--- config.mk ---
export PLATFORM = sky130hd
export DESIGN_NAME = uart_tx_flat
export DESIGN_NICKNAME = d
export VERILOG_FILES = /design/src/rtl/uart_pkg.sv /design/src/rtl/uart_tx_if.sv /design/src/rtl/baud_tick_gen.sv /design/src/rtl/uart_tx.sv /design/src/flat_wrapper.sv
export SDC_FILE = /design/constraint.sdc
export NUM_CORES = 1
export LEC_CHECK = 0
export CAP_MARGIN = 0
export CORE_MARGIN = 5
export CORE_UTILIZATION = 30
export CTS_CLUSTER_DIAMETER = 50
export DETAILED_ROUTE_END_ITERATION = 12
export MAX_ROUTING_LAYER = met4
export PLACE_DENSITY_LB_ADDON = 0.1
export SYNTH_ARGS = -nofsm -noshare
export SYNTH_HDL_FRONTEND = slang
export SYNTH_SLANG_ARGS = --single-unit
export TNS_END_PERCENT = 50
--- constraint.sdc ---
create_clock -name clk -period 5.4 [get_ports clk]
set_input_delay 1.08 -clock clk [delete_from_list [all_inputs] [get_ports clk]]
set_output_delay 1.08 -clock clk [all_outputs]
set_load 0.02 [all_outputs]
--- src/rtl/uart_pkg.sv ---
// rtl/uart_pkg.sv - shared UART state encoding, frame defaults and counter sizing helper
package uart_pkg;

    typedef enum logic [1:0] {
        ST_IDLE  = 2'b00,
        ST_START = 2'b01,
        ST_DATA  = 2'b10,
        ST_STOP  = 2'b11
    } uart_state_e;

    localparam int DBITS_DEF    = 8;
    localparam int OS_TICKS_DEF = 16;

    // Counter width for values 0..n-1, never narrower than one bit.
    function automatic int cnt_w(input int n);
        return (n > 1) ? $clog2(n) : 1;
    endfunction

endpackage

--- src/rtl/uart_tx_if.sv ---
// rtl/uart_tx_if.sv - transmit request/status bundle between a client and uart_tx
interface uart_tx_if #(
    parameter int DBITS = 8
) ();
    logic             tx_start;
    logic [DBITS-1:0] tx_din;
    logic             tx;
    logic             tx_busy;
    logic             tx_done;

    modport master (
        output tx_start,
        output tx_din,
        input  tx,
        input  tx_busy,
        input  tx_done
    );

    modport slave (
        input  tx_start,
        input  tx_din,
        output tx,
        output tx_busy,
        output tx_done
    );
endinterface

--- src/rtl/baud_tick_gen.sv ---
// rtl/baud_tick_gen.sv - clk divider producing one oversampling tick every DVSR enabled cycles
module baud_tick_gen
    import uart_pkg::*;
#(
    parameter int DVSR = 16
) (
    input  logic clk,
    input  logic rst,
    input  logic en,
    input  logic clr,
    output logic tick
);
    localparam int            DW   = cnt_w(DVSR);
    localparam logic [DW-1:0] LAST = DW'(DVSR - 1);

    logic [DW-1:0] div_q;
    logic [DW-1:0] div_d;

    always_comb begin
        div_d = div_q;
        if (clr) begin
            div_d = '0;
        end else if (en) begin
            div_d = (div_q == LAST) ? '0 : div_q + 1'b1;
        end
    end

    always_ff @(posedge clk or posedge rst) begin
        if (rst) begin
            div_q <= '0;
        end else begin
            div_q <= div_d;
        end
    end

    assign tick = en && !clr && (div_q == LAST);
endmodule

--- src/rtl/uart_tx.sv ---
// rtl/uart_tx.sv - 8N1-style serial transmitter: start bit, DBITS data LSB first, stop bit
module uart_tx
    import uart_pkg::*;
#(
    parameter int DBITS    = DBITS_DEF,
    parameter int OS_TICKS = OS_TICKS_DEF,
    parameter int DVSR     = 16
) (
    input logic     clk,
    input logic     rst,
    uart_tx_if.slave bus
);
    localparam int            TW        = cnt_w(OS_TICKS);
    localparam int            BW        = cnt_w(DBITS);
    localparam logic [TW-1:0] TICK_LAST = TW'(OS_TICKS - 1);
    localparam logic [BW-1:0] BIT_LAST  = BW'(DBITS - 1);

    uart_state_e      state_q;
    logic [DBITS-1:0] sh_q;
    logic [DBITS-1:0] sh_d;
    logic [TW-1:0]    tick_cnt_q;
    logic [TW-1:0]    tick_cnt_d;
    logic [BW-1:0]    bit_cnt_q;
    logic             tx_q;
    logic             busy_q;
    logic             tick;
    logic             last_tick;
    logic             accept;
    logic             div_en;

    assign accept     = (state_q == ST_IDLE) && bus.tx_start;
    assign div_en     = (state_q != ST_IDLE);
    assign tick_cnt_d = (tick_cnt_q == TICK_LAST) ? '0 : tick_cnt_q + 1'b1;
    assign last_tick  = tick && (tick_cnt_q == TICK_LAST);
    assign sh_d       = sh_q >> 1;

    baud_tick_gen #(.DVSR(DVSR)) u_tick (
        .clk  (clk),
        .rst  (rst),
        .en   (div_en),
        .clr  (accept),
        .tick (tick)
    );

    // tx is loaded with the value of the bit that begins on the next cycle,
    // so the line changes exactly at each bit boundary.
    always_ff @(posedge clk or posedge rst) begin
        if (rst) begin
            state_q    <= ST_IDLE;
            sh_q       <= '0;
            tick_cnt_q <= '0;
            bit_cnt_q  <= '0;
            tx_q       <= 1'b1;
            busy_q     <= 1'b0;
        end else begin
            if (div_en && tick) begin
                tick_cnt_q <= tick_cnt_d;
            end
            case (state_q)
                ST_IDLE: begin
                    if (bus.tx_start) begin
                        state_q    <= ST_START;
                        sh_q       <= bus.tx_din;
                        tick_cnt_q <= '0;
                        bit_cnt_q  <= '0;
                        tx_q       <= 1'b0;
                        busy_q     <= 1'b1;
                    end
                end
                ST_START: begin
                    if (last_tick) begin
                        state_q <= ST_DATA;
                        tx_q    <= sh_q[0];
                    end
                end
                ST_DATA: begin
                    if (last_tick) begin
                        sh_q <= sh_d;
                        if (bit_cnt_q == BIT_LAST) begin
                            state_q <= ST_STOP;
                            tx_q    <= 1'b1;
                        end else begin
                            bit_cnt_q <= bit_cnt_q + 1'b1;
                            tx_q      <= sh_d[0];
                        end
                    end
                end
                ST_STOP: begin
                    if (last_tick) begin
                        state_q <= ST_IDLE;
                        busy_q  <= 1'b0;
                        tx_q    <= 1'b1;
                    end
                end
                default: state_q <= ST_IDLE;
            endcase
        end
    end

    // Done marks the final cycle of the stop bit, so a request in that cycle
    // still sees a busy FSM and the next frame starts after one idle cycle.
    assign bus.tx      = tx_q;
    assign bus.tx_busy = busy_q;
    assign bus.tx_done = (state_q == ST_STOP) && last_tick;
endmodule

--- src/flat_wrapper.sv ---
// flat-port wrapper written by rule: the top's interface ports become plain ports
module uart_tx_flat import uart_pkg::*;
#(
    parameter int DBITS    = DBITS_DEF,
    parameter int OS_TICKS = OS_TICKS_DEF,
    parameter int DVSR     = 16
)
  (clk, rst, bus_tx_start, bus_tx_din, bus_tx, bus_tx_busy, bus_tx_done);
  uart_tx_if #(.DBITS(DBITS)) bus_i ();
  input logic clk;
  input logic rst;
  input wire logic [$bits(bus_i.tx_start)-1:0] bus_tx_start;
  input wire logic [$bits(bus_i.tx_din)-1:0] bus_tx_din;
  output wire logic [$bits(bus_i.tx)-1:0] bus_tx;
  output wire logic [$bits(bus_i.tx_busy)-1:0] bus_tx_busy;
  output wire logic [$bits(bus_i.tx_done)-1:0] bus_tx_done;
  assign bus_i.tx_start = bus_tx_start;
  assign bus_i.tx_din = bus_tx_din;
  assign bus_tx = bus_i.tx;
  assign bus_tx_busy = bus_i.tx_busy;
  assign bus_tx_done = bus_i.tx_done;
  uart_tx #(.DBITS(DBITS), .OS_TICKS(OS_TICKS), .DVSR(DVSR)) u_core (.clk(clk), .rst(rst), .bus(bus_i));
endmodule
==> impl_metrics.yaml <==
pwr:
  power.net_switching_uw: 270
  p_per_area_nw_per_um2: 452
  p_sw_share_pct: 39.4
  clkPwrFrac_pct: 15.6
  cellLeakagePower_nw: 0.663
  power_frac_comb_pct: 43.0
  seq_power_share_pct: 41.4
  irDropWorstVdd_uv: 138
  p_int_uw: 416
synthesis:
  ys_seq_area_share_pct: 43.4
  avgSynthCellArea_um2: 9.62
  synth_area_leaders: "dfrtp_1 41%, ha_1 8.5%, o22ai_1 4.7%"
  synthFlopType: "dfrtp_1"
  syn-num-nets: 158
  synth_edf_count: 0
  synth_seq_cells: 23
  synth_largest_area_cell: "dfrtp_1"
  yosysWarnings: 0
  syn-cell-area_um2: 1330
  yosys.cell_types.count: 35
  synth_top_area_share_pct: 41.5
  async_flop_share_pct: 100
  syn_inst: 138
sta:
  relSlewSlack_pct: 40.8
  setup_tns_ps: 0
  rsz0062_at_grt: "no"
  finalHoldViolCount: 0
  slew_violations: 0
  layout_setup_ws_ps: 1980
  fin_crit_sh_pct: 63.4
  fin_skew_ps: 3.05
  worstMarginPinSlew_ps: 887
  clock.fmax_mhz: 292
  fin_crit_ps: 3420
  finalSetupViolCount: 0
detailed_routing:
  vias: 1020
  ant_nets: 0
  via_per_inst: 5.13
  initialDrtViolationCount: 49
  drt-wirelength-per-cell_um: 13.8
  drc: 0
  dr.pass1.iters: 4
  drt-total-wl_mm: 2.75
clock_network:
  cts_made_buffers: 3
  tritoncts: "built"
  post_cts_resized: 0
  cts_max_level: 1
  hold_buffers: 0
  clk_path_buf_depth: 2
  post_cts_buffers: 0
  clk_latency_ps: 260
  root_buffer: "clkbuf_8"
  clk_transition_reported_paths_ps: 80
  clock_sinks: 23
floorplan:
  die_area_um2: 5860
  fp.dieH_um: 76.5
  rows: 24
  initial_core_util_pct: 30.7
  num_io_pins: 14
  die_w_um: 76.5
  core_area_um2: 4320
layout:
  fin_cells: 199
  num-nets-final: 168
  final_area_um2: 1520
  area.growth.synth_to_final_pct: 14.4
  drive_gt1_share_pct: 6.80
  antenna_cells: 0
placed_design:
  port_buffers: 13
  place_area_um2: 1470
  placedCellCount: 195
  place_ws_ps: 2260
  hpwl_mm: 2.01
  gp_congestion: 0.734
setup_path:
  path_max_fanout: 10
  worstSetupEndpoint: "bus_tx_done"
  timing.critical_path.required_ps: 4320
  crit_start: "u_core.state_q[0]"
  reg2reg_from: "u_core.state_q[0]"
  path_delay_family: "simple AND/OR/NAND/NOR gates"
  cp_slowest_cell: "clkdlybuf4s50_1"
  r2r_slack_ps: 3030
  cp_num_buf_inv: 2
  start_kind: "flop"
  reg2reg_to: "u_core.state_q[1]"
  path_cells: "inv_1 -> ha_1 -> and4b_1 -> and3_1 -> clkdlybuf4s50_1"
  cp.arrival_ps: 2340
  worst-setup-path-type: "reg2out"
  slowest_delay_ps: 600
  cp.depth: 5
  endpoint_kind: "primary output"
  rr_worst_depth: 5
worst_hold_path:
  hold_depth: 2
  hold_class: "reg2reg"
grt:
  grt-ovfl-total: 0
  grt_max_degree: 24
  grt_antenna_before_repair: 0
  grt_pass1_vias: 1089
  grt_util_all_layers_pct: 10.1
  grt_pass1_wl_mm: 4.88
outcome:
  status: "completed"
run:
  drv_cap: 0
## cell usage in the layout (no fill, tap or decap), drive strengths merged, types with 2 or more instances in the layout
cell and count:
dfrtp 22, clkdlybuf4s50 13, nor2 13, a21oi 13, nand2 11, o22ai 10
o21ai 9, ha 9, inv 8, mux2i 5, nor3 4, clkbuf 3
nand4 3, and3 2, nor2b 2, a21o 2, nand3b 2, a211o 2
nand3 2
## worst min path at each step
stage / start / end / slack (ps)
floorplan: u_core.u_tick.div_q[0] / u_core.u_tick.div_q[0] / 490
global placement: u_core.bus.tx / u_core.bus.tx / 480
detailed placement: u_core.bus.tx / u_core.bus.tx / 470
CTS: u_core.bus.tx / u_core.bus.tx / 490
global route: u_core.bus.tx / u_core.bus.tx / 530
finish: u_core.bus.tx / u_core.bus.tx / 480
## synthesized netlist by cell type, types with 2 or more instances
cell	number
a211o_1	2
a21o_1	2
a21oi_1	12
and3_1	2
buf_2	4
buf_6	2
clkbuf_1	2
dfrtp_1	22
ha_1	9
inv_1	8
mux2i_1	5
nand2_1	11
nand3_1	2
nand3b_1	2
nand4_1	2
nor2_1	12
nor2b_1	2
nor3_1	3
o21ai_0	9
o22ai_1	10
## routing by layer
metal | GRT usage, % | routed length (um)
met5 | - | 0
met3 | 1.89 | 86
met2 | 15.8 | 1270
met1 | 12.7 | 1340
met4 | 4.55 | 58
## logic make-up (layout without fill, tap and decap cells)
logic type	Yosys count	count (layout)	synth area share [%]
AOI/OAI and AO/OA	40	40	18.8
xor gates and xnor gates	2	2	1.32
adders and majority gates	9	9	8.48
buffers and inverters	16	25	6.03
DFF	23	23	43.5
muxes	6	6	4.62
and+or+nand+nor	42	42	17.3
## sequential cells by signal, indices dropped and copies added, names as in the netlist
signal,cells
u_core.sh_q,8
u_core.bus.tx,1
u_core.tick_cnt_q,4
u_core.bus.tx_busy,1
u_core.state_q,2
u_core.bit_cnt_q,3
u_core.u_tick.div_q,4
## layout make-up
class	instances	area [um2]
clock buffer	3	41.3
clock inverter	1	5.00
fill	451	2810
inverter	8	30.0
multi-input combinational	99	671
sequential	23	577
tap	52	65.1
timing repair buffer	13	130
## per-stage QoR
| step | hold WS (ps) | total power [mW] | util [%] |
|---|---|---|---|
| 2_1_floorplan | 488 | 0.517 | - |
| 3_3_place_gp | 476 | 0.580 | 34.1 |
| 3_5_place_dp | 474 | 0.588 | 34.1 |
| 4_1_cts | 491 | 0.699 | 35.1 |
| 5_1_grt | 527 | 0.743 | 35.1 |
| 6_report | 485 | 0.687 | 35.1 |
## power by group through the flow
stage | Clock, mW | Combinational (mW) | Sequential (mW)
finish | 0.107 | 0.295 | 0.284
global route | 0.117 | 0.335 | 0.291
CTS | 0.113 | 0.301 | 0.284
detailed placement | 0 | 0.300 | 0.287
global placement | 0 | 0.296 | 0.284
floorplan | 0 | 0.239 | 0.279
## worst min-delay path, delay by kind of cell (launching register included)
family	cells	cell delay (ps)
flops	1	370
compound gates	1	60
simple gates	1	50
Power figures use the tool's default switching activity.
